===== config.mk =====
export PLATFORM = sky130hd
export DESIGN_NAME = datapath_ctrl
export DESIGN_NICKNAME = d
export VERILOG_FILES = /design/src/rtl/datapath_ctrl.sv
export SDC_FILE = /design/constraint.sdc
export NUM_CORES = 1
export LEC_CHECK = 0
export ABC_AREA = 1
export CAP_MARGIN = 30
export CORE_ASPECT_RATIO = 1.4
export CORE_MARGIN = 2
export CORE_UTILIZATION = 36
export CTS_CLUSTER_DIAMETER = 120
export DETAILED_ROUTE_END_ITERATION = 7
export PLACE_DENSITY = 0.82
export SYNTH_ARGS = -nofsm -noshare
export SYNTH_HDL_FRONTEND = slang
export SYNTH_SLANG_ARGS = --single-unit

===== constraint.sdc =====
create_clock -name clk -period 1.12 [get_ports clk]
set_input_delay 0.224 -clock clk [delete_from_list [all_inputs] [get_ports clk]]
set_output_delay 0.224 -clock clk [all_outputs]
set_load 0.01 [all_outputs]

===== src/rtl/datapath_ctrl.sv =====
// Instruction register, decoder and multi-cycle Moore sequencer for the 16-bit regfile/ALU datapath.
// Optional macro DATAPATH_CTRL_INSN_COUNT_EN adds the insn_count output (completed-instruction counter).
module datapath_ctrl (
  input  logic        clk,
  input  logic        reset_n,
  input  logic [15:0] in,
  input  logic        load_ir,
  input  logic        s,
  input  logic        mem_ready,
  output logic        w,
  output logic        halted,
  output logic        illegal,
  output logic [2:0]  readnum,
  output logic [2:0]  writenum,
  output logic        write,
  output logic        loada,
  output logic        loadb,
  output logic        loadc,
  output logic        loads,
  output logic        asel,
  output logic        bsel,
  output logic [1:0]  vsel,
  output logic [1:0]  shift,
  output logic [1:0]  ALUop,
  output logic [15:0] sximm8,
  output logic [15:0] sximm5,
  output logic        load_addr,
  output logic        mem_rd,
`ifdef DATAPATH_CTRL_INSN_COUNT_EN
  output logic [15:0] insn_count,
`endif
  output logic        mem_wr
);

  typedef enum logic [3:0] {
    S_WAIT, S_DECODE, S_WIMM, S_GETA, S_GETB, S_ALU, S_WREG,
    S_ADDR, S_LADDR, S_MEMRD, S_LDWB, S_MEMWR, S_HALT
  } state_t;

  state_t      r_state;
  state_t      w_next;
  logic [15:0] r_ir;

  logic [2:0] w_opcode;
  logic [1:0] w_op;
  logic [2:0] w_rn;
  logic [2:0] w_rd;
  logic [1:0] w_sh;
  logic [2:0] w_rm;
  logic       w_isMovImm;
  logic       w_isMovReg;
  logic       w_isAlu;
  logic       w_isCmp;
  logic       w_isLdr;
  logic       w_isStr;
  logic       w_isHalt;

  assign w_opcode = r_ir[15:13];
  assign w_op     = r_ir[12:11];
  assign w_rn     = r_ir[10:8];
  assign w_rd     = r_ir[7:5];
  assign w_sh     = r_ir[4:3];
  assign w_rm     = r_ir[2:0];

  assign w_isMovImm = (w_opcode == 3'b110) && (w_op == 2'b10);
  assign w_isMovReg = (w_opcode == 3'b110) && (w_op == 2'b00);
  assign w_isAlu    = (w_opcode == 3'b101);
  assign w_isCmp    = w_isAlu && (w_op == 2'b01);
  assign w_isLdr    = (w_opcode == 3'b011) && (w_op == 2'b00);
  assign w_isStr    = (w_opcode == 3'b100) && (w_op == 2'b00);
  assign w_isHalt   = (w_opcode == 3'b111);

  assign sximm8 = {{8{r_ir[7]}}, r_ir[7:0]};
  assign sximm5 = {{11{r_ir[4]}}, r_ir[4:0]};
  assign shift  = (w_isAlu || w_isMovReg) ? w_sh : 2'b00;

  // IR only accepts a new word while idle, so a running sequence always sees a stable instruction
  always_ff @(posedge clk or negedge reset_n) begin
    if (!reset_n)
      r_ir <= 16'h0000;
    else if (load_ir && (r_state == S_WAIT))
      r_ir <= in;
  end

  always_ff @(posedge clk or negedge reset_n) begin
    if (!reset_n)
      r_state <= S_WAIT;
    else
      r_state <= w_next;
  end

  always_comb begin
    w_next    = r_state;
    w         = 1'b0;
    halted    = 1'b0;
    illegal   = 1'b0;
    readnum   = 3'd0;
    writenum  = 3'd0;
    write     = 1'b0;
    loada     = 1'b0;
    loadb     = 1'b0;
    loadc     = 1'b0;
    loads     = 1'b0;
    asel      = 1'b0;
    bsel      = 1'b0;
    vsel      = 2'b00;
    ALUop     = 2'b00;
    load_addr = 1'b0;
    mem_rd    = 1'b0;
    mem_wr    = 1'b0;
    case (r_state)
      S_WAIT: begin
        w = 1'b1;
        if (s) w_next = S_DECODE;
      end
      S_DECODE: begin
        if (w_isMovImm)                      w_next = S_WIMM;
        else if (w_isMovReg)                 w_next = S_GETB;
        else if (w_isAlu || w_isLdr || w_isStr) w_next = S_GETA;
        else if (w_isHalt)                   w_next = S_HALT;
        else begin
          illegal = 1'b1;
          w_next  = S_WAIT;
        end
      end
      S_WIMM: begin
        writenum = w_rn;
        vsel     = 2'b01;
        write    = 1'b1;
        w_next   = S_WAIT;
      end
      S_GETA: begin
        readnum = w_rn;
        loada   = 1'b1;
        w_next  = w_isAlu ? S_GETB : S_ADDR;
      end
      // STR reuses GETB/ALU to route the store data (Rd) through to C
      S_GETB: begin
        readnum = w_isStr ? w_rd : w_rm;
        loadb   = 1'b1;
        w_next  = S_ALU;
      end
      S_ALU: begin
        asel  = ~w_isAlu;
        ALUop = w_isAlu ? w_op : 2'b00;
        loadc = 1'b1;
        loads = w_isCmp;
        if (w_isStr)      w_next = S_MEMWR;
        else if (w_isCmp) w_next = S_WAIT;
        else              w_next = S_WREG;
      end
      S_WREG: begin
        writenum = w_rd;
        vsel     = 2'b11;
        write    = 1'b1;
        w_next   = S_WAIT;
      end
      S_ADDR: begin
        bsel   = 1'b1;
        loadc  = 1'b1;
        w_next = S_LADDR;
      end
      S_LADDR: begin
        load_addr = 1'b1;
        w_next    = w_isStr ? S_GETB : S_MEMRD;
      end
      S_MEMRD: begin
        mem_rd = 1'b1;
        if (mem_ready) w_next = S_LDWB;
      end
      S_LDWB: begin
        writenum = w_rd;
        vsel     = 2'b00;
        write    = 1'b1;
        w_next   = S_WAIT;
      end
      S_MEMWR: begin
        mem_wr = 1'b1;
        if (mem_ready) w_next = S_WAIT;
      end
      S_HALT: begin
        halted = 1'b1;
        w_next = S_HALT;
      end
      default: w_next = S_WAIT;
    endcase
  end

`ifdef DATAPATH_CTRL_INSN_COUNT_EN
  // Only an illegal opcode returns to WAIT straight from DECODE, so every other return is a completion
  always_ff @(posedge clk or negedge reset_n) begin
    if (!reset_n)
      insn_count <= 16'h0000;
    else if ((w_next == S_WAIT) && (r_state != S_WAIT) && (r_state != S_DECODE))
      insn_count <= insn_count + 16'd1;
  end
`endif

endmodule


==> flow_metrics.env, run 1 <==
export IMPL_pre_cts_slack_ps=-744.7
export IMPL_drive_gt1_share_pct=76.40
export IMPL_leakagePower_uw=0.001953
export IMPL_rows=28
export IMPL_setup_slack_ps=-796.0
export IMPL_synth_fa_ha_area_share_pct=0
export IMPL_syn_avg_cell_area_um2=7.109
export IMPL_die_width_um=59.33
export IMPL_violations="negative setup slack"
export IMPL_synth_area_leaders="dfrtp_1, buf_4, nand2_1"
export IMPL_via_count=2600
export IMPL_cp_buffers_inverters=5
export IMPL_synth_top_family_by_area="simple AND/OR/NAND/NOR gates"
export IMPL_globalplace_congestion=0.9282
export IMPL_timing_rr_start="r_ir[12]"
export IMPL_drtAntennaViolNets=0
export IMPL_ios=78
export IMPL_grt_pass1_vias=2473
export IMPL_synth_edf_count=0
export IMPL_max_slew_worst_pin_slew_ps=814.0
export IMPL_insertion_delay_ps=280
export IMPL_rr_worst_depth=13
export IMPL_cp_slowest_stage_delay_ps=440
export IMPL_p_comb_share_pct=81.1
export IMPL_n_antenna_cell=0
export IMPL_yosys_register_bits=20
export IMPL_yosys_warnings=0
export IMPL_cts_sinks=20
export IMPL_crit_chain="nor2_4 -> buf_6 -> nand2_4 -> nor2_4 -> buf_4 -> buf_6 -> buf_6 -> buf_6 -> nand2_2 -> nand2_2 -> nand3_1 -> nand2_1 -> nand2_1"
export IMPL_core_area_um2=4169
export IMPL_worstPathMaxFanout=4
export IMPL_synth_compound_area_share_pct=12.90
export IMPL_worstSetupPathType="reg2reg"
export IMPL_crit_start="r_ir[12]"
export IMPL_clk_pin_slew_ps=100
export IMPL_antenna_found_initial=0
export IMPL_synth_nets=238
export IMPL_grt_first_pass_wirelength_mm=12.55
export IMPL_synth_area_um2=1543
export IMPL_hold_class="in2async"
export IMPL_rsz0062_at_grt="yes"
export IMPL_required_ps=1290
export IMPL_synthSimpleGateAreaFrac_pct=30.17
export IMPL_slew_headroom_pct=45.73
export IMPL_wl_mm=10.54
export IMPL_synth_cell_types=20
export IMPL_syn_inst=217
export IMPL_crit_cells=13
export IMPL_arrival_ps=2080
export IMPL_initial_core_util_pct=37.00
export IMPL_pwr_share_seq_pct=12.3
export IMPL_crit_slowest_cell="dfrtp_1"
export IMPL_cts_tree="built"
export IMPL_clkPwrFrac_pct=6.6
export IMPL_routed_via_density=5.923
export IMPL_swShare_pct=45.79
export IMPL_vdd_drop_max_mv=2.052
export IMPL_nNetsFinal=416
export IMPL_yosys_area_top_type="dfrtp_1"
export IMPL_cpLargestDelayFamily="simple AND/OR/NAND/NOR gates"
export IMPL_yosysSeqAreaShare_pct=32.44
export IMPL_post_route_drc_count=0
export IMPL_p_sw_uw=5485
export IMPL_finalMaxSlewViolations=0
export IMPL_cts_buffers=3
export IMPL_status="finished, violations left"
export IMPL_power_density_nw_per_um2=3093
export IMPL_drv_cap=0
export IMPL_hpwl_mm=3.569
export IMPL_r2r_setup_slack_ps=-800
export IMPL_htree_levels=1
export IMPL_firstDrtPassIters=5
export IMPL_clockBufferDepth=2
export IMPL_synth_common_cells="nand2_1, buf_4, inv_1"
export IMPL_ys_flop_type="dfrtp_1"
export IMPL_port_buffers=77
export IMPL_r2r_end="r_state[3]"
export IMPL_async_flop_share_pct=100.0
export IMPL_post_route_period_util_pct=171.1
export IMPL_synth_top_cell_area_share_pct=32.44
export IMPL_wl_per_cell_um=24.00
export IMPL_cpMostUsedCell="buf_6"
export IMPL_setup_violations=77
export IMPL_cp_start_kind="flop"
export IMPL_die_height_um=81.46
export IMPL_grt_total_usage_pct=35.70
export IMPL_cp_end_kind="flop"
export IMPL_hold_ws_ps=287.7
export IMPL_grt_max_degree=21
export IMPL_fin_crit_ps=1916
export IMPL_finalClockSkew_ps=4.993
export IMPL_internal_power_uw=6494
export IMPL_synthMuxAreaShare_pct=0
export IMPL_final_hold_violation_count=0
export IMPL_fmax_mhz=521.9
export IMPL_root_buffer="clkbuf_8"
export IMPL_drt_iter0_markers=260
export IMPL_synthXorXnorAreaFrac_pct=0
export IMPL_synth_most_common_cell="nand2_1"
export IMPL_cts_hold_buf=0
export IMPL_area_growth_pct=151.0
export IMPL_fp_dieArea_um2=4832
export IMPL_gr_total_overflow=0
-- through the flow --
stage	utilization [%]	instance area [µm²]	instances	TNS, ps	total power [µW]
final	92.89	3872	439	-31710	11980
after global routing	92.89	3872	439	-33510	12370
after CTS	84.78	3535	422	-23160	9852
after detailed placement	63.51	2648	362	-27460	6624
after global placement	63.51	2648	362	-25870	6504
after floorplan	-	1647	217	-2901	4299
-- cell families (layout without fill, tap and decap cells) --
logic type,after synthesis,after routing
AOI/OAI and AO/OA,29,29
DFF,20,20
buffers and inverters,63,237
and+or+nand+nor,105,108
-- placed cells by master, fill, tap and decap left out --
cell	Yosys	layout
a21boi_2	0	2
a21oi_1	3	1
a21oi_2	11	12
a21oi_4	0	1
buf_12	0	2
buf_2	0	19
buf_4	32	67
buf_6	1	96
bufinv_16	0	1
clkbuf_8	0	3
clkdlybuf4s50_1	0	19
dfrtp_1	20	15
dfrtp_2	0	5
dlygate4sd2_1	0	1
inv_1	26	14
inv_2	2	11
inv_4	1	3
inv_6	0	1
nand2_1	45	28
nand2_2	2	10
nand2_4	1	8
nand2_8	0	5
nand3_1	16	8
nand3_2	0	5
nand3_4	0	3
nor2_1	25	5
nor2_2	10	6
nor2_4	1	25
nor3_2	0	1
nor3_4	0	4
o21ai_1	0	2
o21ai_2	0	4
o21ai_4	0	1
o22ai_2	0	6
-- flip-flops by register name (all words and copies together) (netlist names) --
signal and cells:
r_state 4, r_ir 16
-- metal layers --
layer  track usage, %  up-vias  share of wire, %
met5                0        -                 0
met4            23.18        0               9.7
met3            7.087      112               8.8
met2            67.69      260                51
met1            33.30     1210                30
li1                 -     1018                 -
-- layout make-up --
cell class / instances / area, µm²
repair buffers: 204 / 1918
multi-input cells: 137 / 1199
flip-flops and latches: 20 / 506.7
fillers: 138 / 296.5
inverters: 29 / 121.4
well taps: 45 / 56.30
clock buffers: 3 / 41.29
clock inverters: 1 / 30.03
-- power by group through the flow --
| stage | logic, µW | registers, µW | clock network [µW] |
|---|---|---|---|
| 3_3_place_gp | 5140 | 1360 | 0 |
| 6_report | 9710 | 1470 | 795 |
| 4_1_cts | 7740 | 1360 | 745 |
| 3_5_place_dp | 5240 | 1390 | 0 |
| 5_1_grt | 10100 | 1470 | 809 |
| 2_1_floorplan | 2860 | 1440 | 0 |
-- worst max-delay path by stage --
stage                        to  slack [ps]
detailed placement   readnum[1]        -740
floorplan            readnum[0]        -170
CTS                  readnum[0]        -620
global route         r_state[3]        -840
finish               r_state[3]        -800
global placement    writenum[0]        -690
-- timing repair --
action / in CTS / in global routing
setup buffers: 53 / 31
setup endpoints to repair: 77 / 77
cloned: 4 / 0
gates resized for setup: 385 / 66
pin swaps: 25 / 22
Note: power is estimated with default switching activity, not from simulation.
==> run 2: changes to the inputs <==
--- a/config.mk
+++ b/config.mk
@@ -12,7 +12,9 @@
 export CORE_UTILIZATION = 36
 export CTS_CLUSTER_DIAMETER = 120
 export DETAILED_ROUTE_END_ITERATION = 7
+export HOLD_SLACK_MARGIN = 0.06
 export PLACE_DENSITY = 0.82
 export SYNTH_ARGS = -nofsm -noshare
 export SYNTH_HDL_FRONTEND = slang
 export SYNTH_SLANG_ARGS = --single-unit
+export TNS_END_PERCENT = 10
==> run 2 against run 1 <==
  * The run still ends with negative setup slack left
  * Non-clock buffer count shrank 66
  * Utilization shrank 27 points
  * Combinational power shrank 43%
  * Design area shrank 29%
  * Critical path type is now reg2out
==> flow_metrics.env, run 2 (synthesized netlist as in run 1, its figures left out) <==
export IMPL_status="finished, violations left"
export IMPL_cp_end_kind="output pin"
export IMPL_clockBufferDepth=2
export IMPL_gr_total_overflow=0
export IMPL_root_buffer="clkbuf_8"
export IMPL_required_ps=900
export IMPL_ios=78
export IMPL_arrival_ps=1510
export IMPL_met1_usage_pct=23.47
export IMPL_worstSetupPathType="reg2out"
export IMPL_htree_levels=1
export IMPL_port_buffers=77
export IMPL_clk_pin_slew_ps=70
export IMPL_globalplace_congestion=0.8946
export IMPL_cts_buffers=3
export IMPL_seq_area_um2=509.2
export IMPL_hpwl_mm=3.389
export IMPL_cp_start_kind="flop"
export IMPL_crit_start="r_state[2]"
export IMPL_wl_mm=4.950
export IMPL_vdd_drop_max_mv=1.562
export IMPL_mostFrequentLayoutCell="buf_4"
export IMPL_nFillCells=335
export IMPL_cts_tree="built"
export IMPL_max_slew_worst_pin_slew_ps=239.3
export IMPL_setup_slack_ps=-609.2
export IMPL_pre_cts_slack_ps=-770.1
export IMPL_hold_ws_ps=311.6
export IMPL_initial_core_util_pct=37.00
export IMPL_hold_class="in2async"
export IMPL_insertion_delay_ps=260
export IMPL_cts_hold_buf=0
export IMPL_finalMaxSlewViolations=0
export IMPL_n_antenna_cell=0
export IMPL_rows=28
export IMPL_fp_dieArea_um2=4832
export IMPL_area_growth_pct=77.78
export IMPL_power_density_nw_per_um2=2806
export IMPL_routed_via_density=4.735
export IMPL_instances_no_fill=370
export IMPL_regMostFlops="r_ir"
export IMPL_post_route_drc_count=0
export IMPL_leakagePower_uw=0.001456
export IMPL_grt_util_met2_pct=38.46
export IMPL_die_width_um=59.33
export IMPL_nNetsFinal=347
export IMPL_firstDrtPassIters=4
export IMPL_violations="negative setup slack"
export IMPL_drtAntennaViolNets=0
export IMPL_setup_violations=77
export IMPL_final_hold_violation_count=0
export IMPL_final_cell_mix="buf_4, buf_2, nand2_1"
export IMPL_via_count=1752
export IMPL_largest_register_ffs=16
export IMPL_wl_per_cell_um=13.38
export IMPL_cts_sinks=20
export IMPL_top_usage_layer="met2"
export IMPL_drt_iter0_markers=46
export IMPL_drv_cap=0
export IMPL_grt_first_pass_wirelength_mm=7.603
export IMPL_placed_cells=355
export IMPL_timing_rr_start="r_state[2]"
export IMPL_drive_gt1_share_pct=63.08
export IMPL_fmax_mhz=578.3
export IMPL_reg_top3="r_ir (16), r_state (4)"
export IMPL_slew_headroom_pct=84.05
export IMPL_met3_usage_pct=1.417
export IMPL_grt_pass1_vias=1665
export IMPL_fin_crit_ps=1729
export IMPL_post_route_period_util_pct=154.4
export IMPL_grt_max_degree=28
export IMPL_grt_total_usage_pct=20.47
export IMPL_antenna_found_initial=0
export IMPL_multi_input_area_um2=894.6
export IMPL_finalClockSkew_ps=2.205
export IMPL_core_area_um2=4169
export IMPL_worstPathMaxFanout=5
export IMPL_die_height_um=81.46
export IMPL_rsz0062_at_grt="yes"
## run 2: path summary, 6_finish.rpt
kind                                    to  slack [ps]  cells after the start
worst min-delay path               r_ir[1]         310                      2
worst min register to register    r_ir[10]         550                      2
max in group asynchronous       r_state[0]         660                      2
worst max-delay path                 loads        -610                      6
min in group clk                   r_ir[3]         520                      3
worst max register to register    r_ir[11]        -470                      9
## run 2: what timing repair did
item / CTS / global route
setup buffers: 7 / 5
resized for setup: 302 / 17
endpoints found under the setup margin: 77 / 77
hold endpoints to repair: 0 / 0
pin swaps: 15 / 5
## run 2: worst max-delay path, cell delays in order (launching register included)
cell,delay (ps)
dfrtp_2,430
inv_2,90
nor2_4,160
buf_4,150
nand2_4,80
nor3_4,190
buf_2,160
## run 2: routing by layer
| metal | vias up | wire (µm) |
|---|---|---|
| met4 | 0 | 40 |
| met2 | 61 | 2801 |
| li1 | 869 | - |
| met1 | 820 | 1891 |
| met5 | - | 0 |
| met3 | 2 | 217 |
## run 2: area by class of cell
class                      instances  share of cell area [%]
clock buffer                       3                   1.505
clock inverter                     1                   1.095
inverter                          29                   4.060
multi-input combinational        134                   32.62
sequential                        20                   18.57
tap                               45                   2.053
timing repair buffer             138                   40.10
## run 2: where the power goes
| group | internal [µW] | switching [µW] | total (µW) | leakage, µW |
|---|---|---|---|---|
| combinational | 2740 | 2780 | 5520 | 0.00120 |
| sequential | 1080 | 379 | 1460 | 0.000224 |
| clock | 477 | 243 | 720 | 0.0000357 |
| total | 4290 | 3400 | 7700 | 0.00146 |
## run 2: stage by stage
stage / util [%] / power (µW) / area, µm² / setup TNS (ps)
floorplan: - / 4128 / 1580 / -3819
finish: 65.79 / 7695 / 2743 / -21320
CTS: 63.99 / 7382 / 2668 / -20550
global placement: 60.65 / 6219 / 2529 / -27040
global route: 65.79 / 8189 / 2743 / -25820
detailed placement: 60.65 / 6315 / 2529 / -28840
==> run 3: changes to the inputs <==
--- a/config.mk
+++ b/config.mk
@@ -8,7 +8,7 @@
 export ABC_AREA = 1
 export CAP_MARGIN = 30
 export CORE_ASPECT_RATIO = 1.4
-export CORE_MARGIN = 2
+export CORE_MARGIN = 5
 export CORE_UTILIZATION = 36
 export CTS_CLUSTER_DIAMETER = 120
 export DETAILED_ROUTE_END_ITERATION = 7
==> run 3 against run 2 <==
  * The flow still finishes with violations (negative setup slack)
  * Critical path depth unchanged
  * Sequential power down 4%
  * Clock skew up 1.3 ps
  * Highest routed layer unchanged
  * Global-route usage down 1.9 points
  * Utilization down 2.2 points
  * Critical endpoint is now writenum[0]
==> flow_metrics.env, run 3 (synthesized netlist as in run 1, its figures left out) <==
export IMPL_vdd_drop_max_mv=1.407
export IMPL_placed_area_um2=2536
export IMPL_max_slew_worst_pin_slew_ps=232.7
export IMPL_regMostFlops="r_ir"
export IMPL_power_density_nw_per_um2=2728
export IMPL_rows=28
export IMPL_grt_pass1_vias=1919
export IMPL_required_ps=900
export IMPL_worstSetupPathType="reg2out"
export IMPL_final_hold_violation_count=0
export IMPL_routed_via_density=4.981
export IMPL_mostFrequentLayoutCell="buf_4"
export IMPL_leakagePower_uw=0.001431
export IMPL_drtAntennaViolNets=0
export IMPL_grt_first_pass_wirelength_mm=8.445
export IMPL_root_buffer="clkbuf_8"
export IMPL_fin_setup_tns_ps=-21680
export IMPL_fin_crit_ps=1741
export IMPL_setup_slack_ps=-621.0
export IMPL_worstPathMaxFanout=4
export IMPL_cts_tree="built"
export IMPL_wl_per_cell_um=14.33
export IMPL_fp_dieArea_um2=5713
export IMPL_cts_hold_buf=0
export IMPL_arrival_ps=1520
export IMPL_globalplace_congestion=0.9135
export IMPL_grt_total_usage_pct=18.56
export IMPL_cts_buffers=3
export IMPL_firstDrtPassIters=4
export IMPL_ios=78
export IMPL_largest_register_ffs=16
export IMPL_cts_sinks=20
export IMPL_gr_total_overflow=0
export IMPL_slew_headroom_pct=84.45
export IMPL_initial_core_util_pct=36.70
export IMPL_core_area_um2=4204
export IMPL_clockBufferDepth=2
export IMPL_violations="negative setup slack"
export IMPL_port_buffers=77
export IMPL_fmax_mhz=574.4
export IMPL_area_growth_pct=73.24
export IMPL_insertion_delay_ps=250
export IMPL_post_route_period_util_pct=155.4
export IMPL_setup_violations=75
export IMPL_drv_cap=0
export IMPL_htree_levels=1
export IMPL_hold_class="in2async"
export IMPL_post_route_drc_count=0
export IMPL_status="finished, violations left"
export IMPL_via_count=1848
export IMPL_rsz0062_at_grt="yes"
export IMPL_n_antenna_cell=0
export IMPL_wl_mm=5.315
export IMPL_cp_end_kind="output pin"
export IMPL_final_cell_mix="buf_4, buf_2, nand2_1"
export IMPL_stdcell_area_um2=2673
export IMPL_nNetsFinal=348
export IMPL_drive_gt1_share_pct=57.67
export IMPL_clk_pin_slew_ps=80
export IMPL_finalMaxSlewViolations=0
export IMPL_die_height_um=87.46
export IMPL_cp_start_kind="flop"
export IMPL_hpwl_mm=3.678
export IMPL_antenna_found_initial=0
export IMPL_grt_max_degree=28
export IMPL_finalClockSkew_ps=3.467
export IMPL_finish_utilization_pct=63.57
export IMPL_reg_top3="r_ir (16), r_state (4)"
export IMPL_drt_iter0_markers=99
export IMPL_die_width_um=65.33
==> run 3: changes by cell type in the layout (fill, tap and decap cells not counted), sizes merged <==
| cell | previous run | this run |
|---|---|---|
| clkdlybuf4s15 | 1 | 4 |
| buf | 117 | 114 |
| bufinv | 1 | 0 |
| dlygate4sd2 | 0 | 1 |
| clkbuf | 3 | 4 |
==> run 3: repair_timing <==
item                                    in CTS  in global routing
pin swaps                                   12                  6
setup buffers                                7                  4
endpoints found under the setup margin      77                 77
resized for setup                          271                 15
==> run 3: metal layers <==
metal / part of all wire, % / track usage (%) / vias up
met2: 55 / 35.67 / 94
met3: 7.3 / 3.876 / 19
met1: 34 / 18.04 / 866
met5: 0 / 0 / -
li1: - / - / 869
met4: 3.8 / 9.811 / 0
==> run 3: area by class of cell <==
class	instances	area (µm²)
fill	370	1531
tap	45	56.30
timing repair buffer	139	1116
multi-input combinational	134	828.3
inverter	29	111.4
clock buffer	4	55.05
sequential	20	505.5
==> run 3: worst paths after layout <==
| check | depth (start not counted) | slack, ps | startpoint | endpoint |
|---|---|---|---|---|
| worst max-delay path | 6 | -620 | r_state[2] | writenum[0] |
| worst min-delay path | 2 | 310 | reset_n | r_ir[6] |
| worst max register to register | 9 | -490 | r_state[2] | r_ir[8] |
| worst min register to register | 2 | 570 | r_ir[10] | r_ir[10] |
| max in group asynchronous | 2 | 660 | reset_n | r_ir[15] |
| min in group clk | 3 | 520 | in[2] | r_ir[2] |
==> run 3: report_power, final <==
part	total (µW)	leakage [µW]	switching [µW]	internal, µW
Combinational	5340	0.00117	2710	2630
Clock	549	0.0000288	236	312
Sequential	1400	0.000228	333	1070
Total	7290	0.00143	3280	4010
==> run 3: critical path, cell delays in order (launching register included) <==
cell and delay (ps):
dfrtp_1 430, buf_4 160, nor2_4 140, o21ai_1 80
buf_4 160, o22ai_1 130, buf_2 160
==> run 3: through the flow <==
step | setup slack (ps) | total power (µW) | hold slack, ps | std cells
2_1_floorplan | -165.8 | 4128 | -71.59 | 217
3_3_place_gp | -760.9 | 6222 | 526.7 | 356
3_5_place_dp | -748.9 | 6326 | 553.2 | 356
4_1_cts | -564.8 | 7034 | 312.3 | 367
5_1_grt | -683.9 | 7833 | 318.8 | 371
6_report | -621.0 | 7290 | 308.4 | 371
